[config.mk]
export PLATFORM = sky130hd
export DESIGN_NAME = c1_conv_mac_flat
export DESIGN_NICKNAME = d
export VERILOG_FILES = /design/src/rtl/c1_conv_mac_if.sv /design/src/rtl/c1_conv_mac.sv /design/src/flat_wrapper.sv
export SDC_FILE = /design/constraint.sdc
export NUM_CORES = 1
export LEC_CHECK = 0
export CORE_MARGIN = 2
export CORE_UTILIZATION = 58
export CTS_BUF_LIST = sky130_fd_sc_hd__clkbuf_16
export DETAILED_ROUTE_END_ITERATION = 12
export GPL_TIMING_DRIVEN = 0
export HOLD_SLACK_MARGIN = 0.1
export MAX_ROUTING_LAYER = met4
export PLACE_DENSITY_LB_ADDON = 0.05
export SLEW_MARGIN = 25
export SYNTH_ARGS = -nofsm -noshare
export SYNTH_HDL_FRONTEND = slang
export SYNTH_SLANG_ARGS = --single-unit
[constraint.sdc]
create_clock -name clk -period 4.74 [get_ports clk]
set_input_delay 0.711 -clock clk [delete_from_list [all_inputs] [get_ports clk]]
set_output_delay 0.711 -clock clk [all_outputs]
set_load 0.05 [all_outputs]
[src/rtl/c1_conv_mac_if.sv]
// c1_conv_mac_if: handshake/bus bundle between the C1 MAC engine, its
// weight ROM / window buffer and the feature-map writer.
//   start, bias          : convolution request and its signed bias
//   busy                 : engine not idle
//   rom_raddr, rom_dout  : weight ROM address / signed weight (1-cycle latency)
//   win_raddr, win_dout  : window-buffer address / signed pixel (1-cycle latency)
//   result, result_valid : saturated signed result and its one-cycle pulse
// master = requester/memory side, slave = MAC engine.
interface c1_conv_mac_if #(
   parameter int PARA_WIDTH = 16,
   parameter int DATA_WIDTH = 16,
   parameter int OUT_WIDTH  = 16
);
   logic                  start;
   logic [OUT_WIDTH-1:0]  bias;
   logic                  busy;
   logic [4:0]            rom_raddr;
   logic [PARA_WIDTH-1:0] rom_dout;
   logic [4:0]            win_raddr;
   logic [DATA_WIDTH-1:0] win_dout;
   logic [OUT_WIDTH-1:0]  result;
   logic                  result_valid;

   modport master (
      output start, bias, rom_dout, win_dout,
      input  busy, rom_raddr, win_raddr, result, result_valid
   );

   modport slave (
      input  start, bias, rom_dout, win_dout,
      output busy, rom_raddr, win_raddr, result, result_valid
   );
endinterface

[src/rtl/c1_conv_mac.sv]
// c1_conv_mac: conv-layer-1 multiply-accumulate engine. Per accepted start it
// walks addresses 0..KERNEL_SIZE-1 over the weight ROM and window buffer,
// accumulates the full-precision signed products onto the shifted bias, then
// emits one saturated Q(FRAC_BITS) result with a single-cycle valid pulse.
// Ports:
//   clk : clock, rising edge
//   rst : asynchronous active-high reset
//   bus : c1_conv_mac_if slave (start/bias in, addresses out, ROM/window
//         data in, busy/result/result_valid out)
module c1_conv_mac #(
   parameter int PARA_WIDTH  = 16,
   parameter int DATA_WIDTH  = 16,
   parameter int KERNEL_SIZE = 25,
   parameter int FRAC_BITS   = 8,
   parameter int ACC_WIDTH   = 40,
   parameter int OUT_WIDTH   = 16
) (
   input  logic clk,
   input  logic rst,
   c1_conv_mac_if.slave bus
);
   localparam int PROD_WIDTH = PARA_WIDTH + DATA_WIDTH;
   localparam logic [4:0] LAST_ADDR = 5'(KERNEL_SIZE - 1);
   localparam logic signed [ACC_WIDTH-1:0] MAX_VAL =
      {{(ACC_WIDTH-OUT_WIDTH+1){1'b0}}, {(OUT_WIDTH-1){1'b1}}};
   localparam logic signed [ACC_WIDTH-1:0] MIN_VAL =
      {{(ACC_WIDTH-OUT_WIDTH+1){1'b1}}, {(OUT_WIDTH-1){1'b0}}};

   typedef enum logic [1:0] {IDLE, RUN, DRAIN, DONE} state_t;

   state_t                        state, next_state;
   logic [4:0]                    addr;
   logic                          drain_cnt;
   logic                          acc_en;
   logic signed [ACC_WIDTH-1:0]   acc;
   logic [OUT_WIDTH-1:0]          result_q;
   logic                          valid_q;

   logic                          accept, issue, step_addr, in_drain, drain_last, busy;
   logic signed [PROD_WIDTH-1:0]  prod;
   logic signed [ACC_WIDTH-1:0]   prod_ext, bias_ext, shifted;
   logic [OUT_WIDTH-1:0]          sat;

   // State register
   always_ff @(posedge clk or posedge rst) begin
      if (rst) state <= IDLE;
      else     state <= next_state;
   end

   // Next-state logic
   always_comb begin
      next_state = state;
      case (state)
         IDLE:    if (bus.start)         next_state = RUN;
         RUN:     if (addr == LAST_ADDR) next_state = DRAIN;
         DRAIN:   if (drain_cnt)         next_state = DONE;
         DONE:                           next_state = IDLE;
         default:                        next_state = IDLE;
      endcase
   end

   // Control outputs
   always_comb begin
      busy       = (state != IDLE);
      accept     = (state == IDLE) && bus.start;
      issue      = (state == RUN);
      step_addr  = (state == RUN) && (addr != LAST_ADDR);
      in_drain   = (state == DRAIN);
      drain_last = (state == DRAIN) && drain_cnt;
   end

   // Arithmetic
   always_comb begin
      prod     = $signed(bus.rom_dout) * $signed(bus.win_dout);
      prod_ext = {{(ACC_WIDTH-PROD_WIDTH){prod[PROD_WIDTH-1]}}, prod};
      bias_ext = {{(ACC_WIDTH-OUT_WIDTH){bus.bias[OUT_WIDTH-1]}}, bus.bias} <<< FRAC_BITS;
      shifted  = acc >>> FRAC_BITS;
      if (shifted > MAX_VAL)      sat = {1'b0, {(OUT_WIDTH-1){1'b1}}};
      else if (shifted < MIN_VAL) sat = {1'b1, {(OUT_WIDTH-1){1'b0}}};
      else                        sat = shifted[OUT_WIDTH-1:0];
   end

   // Datapath. acc_en marks that the ROM/window data currently on the inputs
   // belongs to an address issued during RUN one edge earlier.
   always_ff @(posedge clk or posedge rst) begin
      if (rst) begin
         addr      <= '0;
         drain_cnt <= 1'b0;
         acc_en    <= 1'b0;
         acc       <= '0;
         result_q  <= '0;
         valid_q   <= 1'b0;
      end else begin
         acc_en  <= issue;
         valid_q <= drain_last;
         if (accept) begin
            acc       <= bias_ext;
            addr      <= '0;
            drain_cnt <= 1'b0;
         end else begin
            if (acc_en)    acc       <= acc + prod_ext;
            if (step_addr) addr      <= addr + 5'd1;
            if (in_drain)  drain_cnt <= 1'b1;
         end
         if (drain_last) result_q <= sat;
      end
   end

   assign bus.busy         = busy;
   assign bus.rom_raddr    = addr;
   assign bus.win_raddr    = addr;
   assign bus.result       = result_q;
   assign bus.result_valid = valid_q;
endmodule
[src/flat_wrapper.sv]
// flat-port wrapper written by rule: the top's interface ports become plain ports
module c1_conv_mac_flat 
#(
   parameter int PARA_WIDTH  = 16,
   parameter int DATA_WIDTH  = 16,
   parameter int KERNEL_SIZE = 25,
   parameter int FRAC_BITS   = 8,
   parameter int ACC_WIDTH   = 40,
   parameter int OUT_WIDTH   = 16
)
  (clk, rst, bus_start, bus_bias, bus_rom_dout, bus_win_dout, bus_busy, bus_rom_raddr, bus_win_raddr, bus_result, bus_result_valid);
  c1_conv_mac_if #(.PARA_WIDTH(PARA_WIDTH), .DATA_WIDTH(DATA_WIDTH), .OUT_WIDTH(OUT_WIDTH)) bus_i ();
  input  logic clk;
  input  logic rst;
  input wire logic [$bits(bus_i.start)-1:0] bus_start;
  input wire logic [$bits(bus_i.bias)-1:0] bus_bias;
  input wire logic [$bits(bus_i.rom_dout)-1:0] bus_rom_dout;
  input wire logic [$bits(bus_i.win_dout)-1:0] bus_win_dout;
  output wire logic [$bits(bus_i.busy)-1:0] bus_busy;
  output wire logic [$bits(bus_i.rom_raddr)-1:0] bus_rom_raddr;
  output wire logic [$bits(bus_i.win_raddr)-1:0] bus_win_raddr;
  output wire logic [$bits(bus_i.result)-1:0] bus_result;
  output wire logic [$bits(bus_i.result_valid)-1:0] bus_result_valid;
  assign bus_i.start = bus_start;
  assign bus_i.bias = bus_bias;
  assign bus_i.rom_dout = bus_rom_dout;
  assign bus_i.win_dout = bus_win_dout;
  assign bus_busy = bus_i.busy;
  assign bus_rom_raddr = bus_i.rom_raddr;
  assign bus_win_raddr = bus_i.win_raddr;
  assign bus_result = bus_i.result;
  assign bus_result_valid = bus_i.result_valid;
  c1_conv_mac #(.PARA_WIDTH(PARA_WIDTH), .DATA_WIDTH(DATA_WIDTH), .KERNEL_SIZE(KERNEL_SIZE), .FRAC_BITS(FRAC_BITS), .ACC_WIDTH(ACC_WIDTH), .OUT_WIDTH(OUT_WIDTH)) u_core (.clk(clk), .rst(rst), .bus(bus_i));
endmodule
==> key figures <==
Floorplanning
  – Die height: 167 um
  – Num rows: 59
  – Die W: 167 um
  – Num ports: 79
  – Core footprint: 26100 um^2
  – Initial Util: 59.2%
  – DIE AREA: 28000 um^2

Timing
  – RSZ-0062 raised after global routing: yes
  – Final TNS setup: -36.00 ns
  – Tmin final: 6.36 ns
  – Final setup vio count: 31
  – Final worst-path cycle share: 134%
  – Fmax: 0.157 GHz
  – Worst slew margin: 48.4%
  – Hold slack: 0.492 ns
  – Worst Clk Skew: 0.0113 ns
  – Final hold vios: 0
  – Tightest Pin Transition: 0.774 ns
  – Setup WS post-layout: -1.62 ns
  – Final Max Tran Viols: 0

Route
  – 1st-iter DRT viols: 825
  – Vias per std cell: 5.45
  – DRT antenna net count: 0
  – DR pass1 iterations: 9
  – Via count: 12216
  – Routed WL per cell: 19.2 um
  – # DRC: 5
  – DRT Wirelength: 43100 um

Clock network
  – Reg clk slew, reported paths: 0.06 ns
  – CTS buffer count: 9
  – Worst skew pair latency: 0.34 ns
  – Clk sink count: 66
  – H-tree levels: 3
  – CTS tree: built
  – Clk root buf: clkbuf_16
  – CTS Buffer Depth: 2

Placed design
  – HPWL after detailed placement: 33600 um
  – Buffers on Ports: 78
  – Routability Congestion: 0.917
  – Placed instance area: 17500 um^2
  – Placed Cells: 2092

Final layout
  – Final Instance Count excl. Fillers: 2242
  – Nets: 2405
  – P&R area growth vs syn: 29.1%
  – Finished Cell Area: 20000 um^2
  – Antenna cell count: 0
  – Layout fillers: 1816
  – Register area: 1650 um^2
  – Multi-input gate area: 13100 um^2
  – Share of layout cells above drive strength 1: 24.2%

Worst setup path
  – Crit Path Max Fanout: 8
  – Setup CP Type: in -> reg
  – CP Data Required Time: 4.95 ns
  – Slowest stage delay, CP: 0.56 ns
  – Slowest cell on crit path: fa_1
  – Crit path buf inv count: 9
  – Startpoint types: primary input
  – Crit path top cell by count: fa_1
  – Crit path DAT: 6.57 ns
  – Kind of cell adding the most delay to the critical path: adder cells
  – CP endpoint kind: flop

Status
  – Status: complete, but fails checks
  – Failing checks: design-rule violations, negative setup slack

Global route
  – Gr ovfl total: 0
  – Met3 Usage GRT: 4.07%
  – Initial antenna violation count: 0
  – Largest net degree at the start of global routing: 43
  – First-pass GRT wire length: 68400 um
  – Number of global-route vias before repair: 12719
  – GRT busiest layer: met2
  – Met1 Track Usage GR: 45.4%
  – Gr usage total: 32.2%
  – Grt met2 use: 49.5%

Logic synthesis
  – Mapped Cells: 1678
  – Ys flop type: dfrtp_1
  – Asr flop ratio synth: 100%
  – Warnings from Yosys: 0
  – Syn Area/Cell: 9.21 um^2
  – Register area share after synthesis: 10.7%
  – Syn Nets: 2180
  – Synth Register Bits: 66
  – Distinct cell type count after synthesis: 64
  – Post-synth EDFFs: 0
  – Syn Std Cell Area: 15500 um^2

Hold path
  – Min-Delay Path Class: reg -> reg

Flow run
  – Max Cap Viol: 0
==> registers in the layout, indices dropped and copies added, names as in the netlist <==
| signal | cells |
|---|---|
| u_core.bus.result | 16 |
| u_core.bus.rom_raddr | 5 |
| u_core.acc_en | 1 |
| u_core.state | 2 |
| u_core.acc | 40 |
| u_core.bus.result_valid | 1 |
| u_core.drain_cnt | 1 |
==> metrics by stage <==
step / worst slack [ns] / utilization [%]
final: -1.62 / 76.4
after global routing: -1.80 / 76.4
after CTS: -1.50 / 72.6
after detailed placement: -2.63 / 66.9
after global placement: -2.61 / 66.8
after floorplan: -1.30 / -
==> per-layer routing <==
metal	wire length [um]	share of wire [%]	up-vias
met5	0	0	-
met4	1540	3.6	0
met3	2890	6.7	103
met2	20000	46	490
met1	18700	43	6117
li1	-	-	5506
==> worst reg2reg max path: cells and delay by family (launching register included) <==
kind | cells | cell delay [ns]
AND/OR/NAND/NOR | 4 | 0.76
AO/OA/AOI/OAI | 3 | 0.40
multiplexers | 1 | 0.26
adder cells (fa/ha/maj) | 6 | 2.68
flip-flops | 1 | 0.46
buffers and inverters | 4 | 0.42
==> cell families after synthesis <==
family | Yosys count | synth area share, %
AOI/OAI and AO/OA | 171 | 7.10
buffers and inverters | 481 | 11.9
and+or+nand+nor | 446 | 14.0
xor gates and xnor gates | 37 | 2.10
muxes | 26 | 1.69
adders and majority gates | 451 | 52.5
DFF | 66 | 10.7
==> worst paths after layout <==
kind / startpoint / endpoint / slack, ns / cells after the start
min: u_core.bus.result[11] / u_core.bus.result[11] / 0.49 / 2
min reg2reg: u_core.bus.result[11] / u_core.bus.result[11] / 0.49 / 2
max reg2reg: u_core.acc[10] / u_core.acc[35] / -0.37 / 18
min in group asynchronous: rst / u_core.bus.result[6] / 0.70 / 2
max: bus_rom_dout[15] / u_core.acc[35] / -1.62 / 25
max in group asynchronous: rst / u_core.acc[22] / 3.52 / 3
==> area by class of cell <==
cell class              instances  share of cell area [%]
flip-flops and latches         66                    8.28
plain buffers                  61                    4.14
multi-input cells            1131                    65.6
repair buffers                215                    10.5
clock inverters                 6                   0.345
inverters                     418                    7.96
well taps                     335                    2.10
clock buffers                   9                    1.13
repair inverters                1                  0.0376
==> cells in the final DEF (no fill, tap or decap), drive strengths merged, types with 9 or more instances in the layout <==
cell / Yosys / final
a31oi: 9 / 9
a21oi: 48 / 48
nand3: 15 / 15
xor2: 10 / 10
ha: 121 / 121
mux2i: 25 / 25
nor2: 77 / 77
clkbuf: 47 / 51
nand4: 13 / 13
buf: 16 / 187
and2: 116 / 116
o21ai: 50 / 50
inv: 418 / 415
xnor2: 27 / 27
a21o: 15 / 15
fa: 330 / 330
dfrtp: 66 / 66
nand2: 179 / 179
clkdlybuf4s50: 0 / 46
==> Yosys cell counts (all sizes together), types with 6 or more instances <==
library cell	n	share of area, %
a31oi	9	0.46
a21o	15	0.73
nand2	179	4.3
ha	121	9.8
buf	16	0.58
fa	330	43
mux2i	25	1.6
xor2	10	0.57
o31ai	8	0.39
dfrtp	66	11
xnor2	27	1.5
nor2	77	1.9
inv	418	10
clkbuf	47	1.1
a21oi	48	1.6
and2	116	4.7
a211oi	6	0.29
nand4	13	0.53
o21ai	50	1.6
o21bai	8	0.39
nor3	8	0.29
nand3	15	0.52
==> what timing repair did <==
item,in CTS,in global routing
setup buffers,67,67
setup endpoints to repair,34,32
hold buffers,0,0
resized for setup,346,130
gates cloned,2,2
pin swaps,92,115
Power is left out: the tool's default activity adds up to more than one toggle a clock period on the data nets, which glitch-free logic cannot reach.
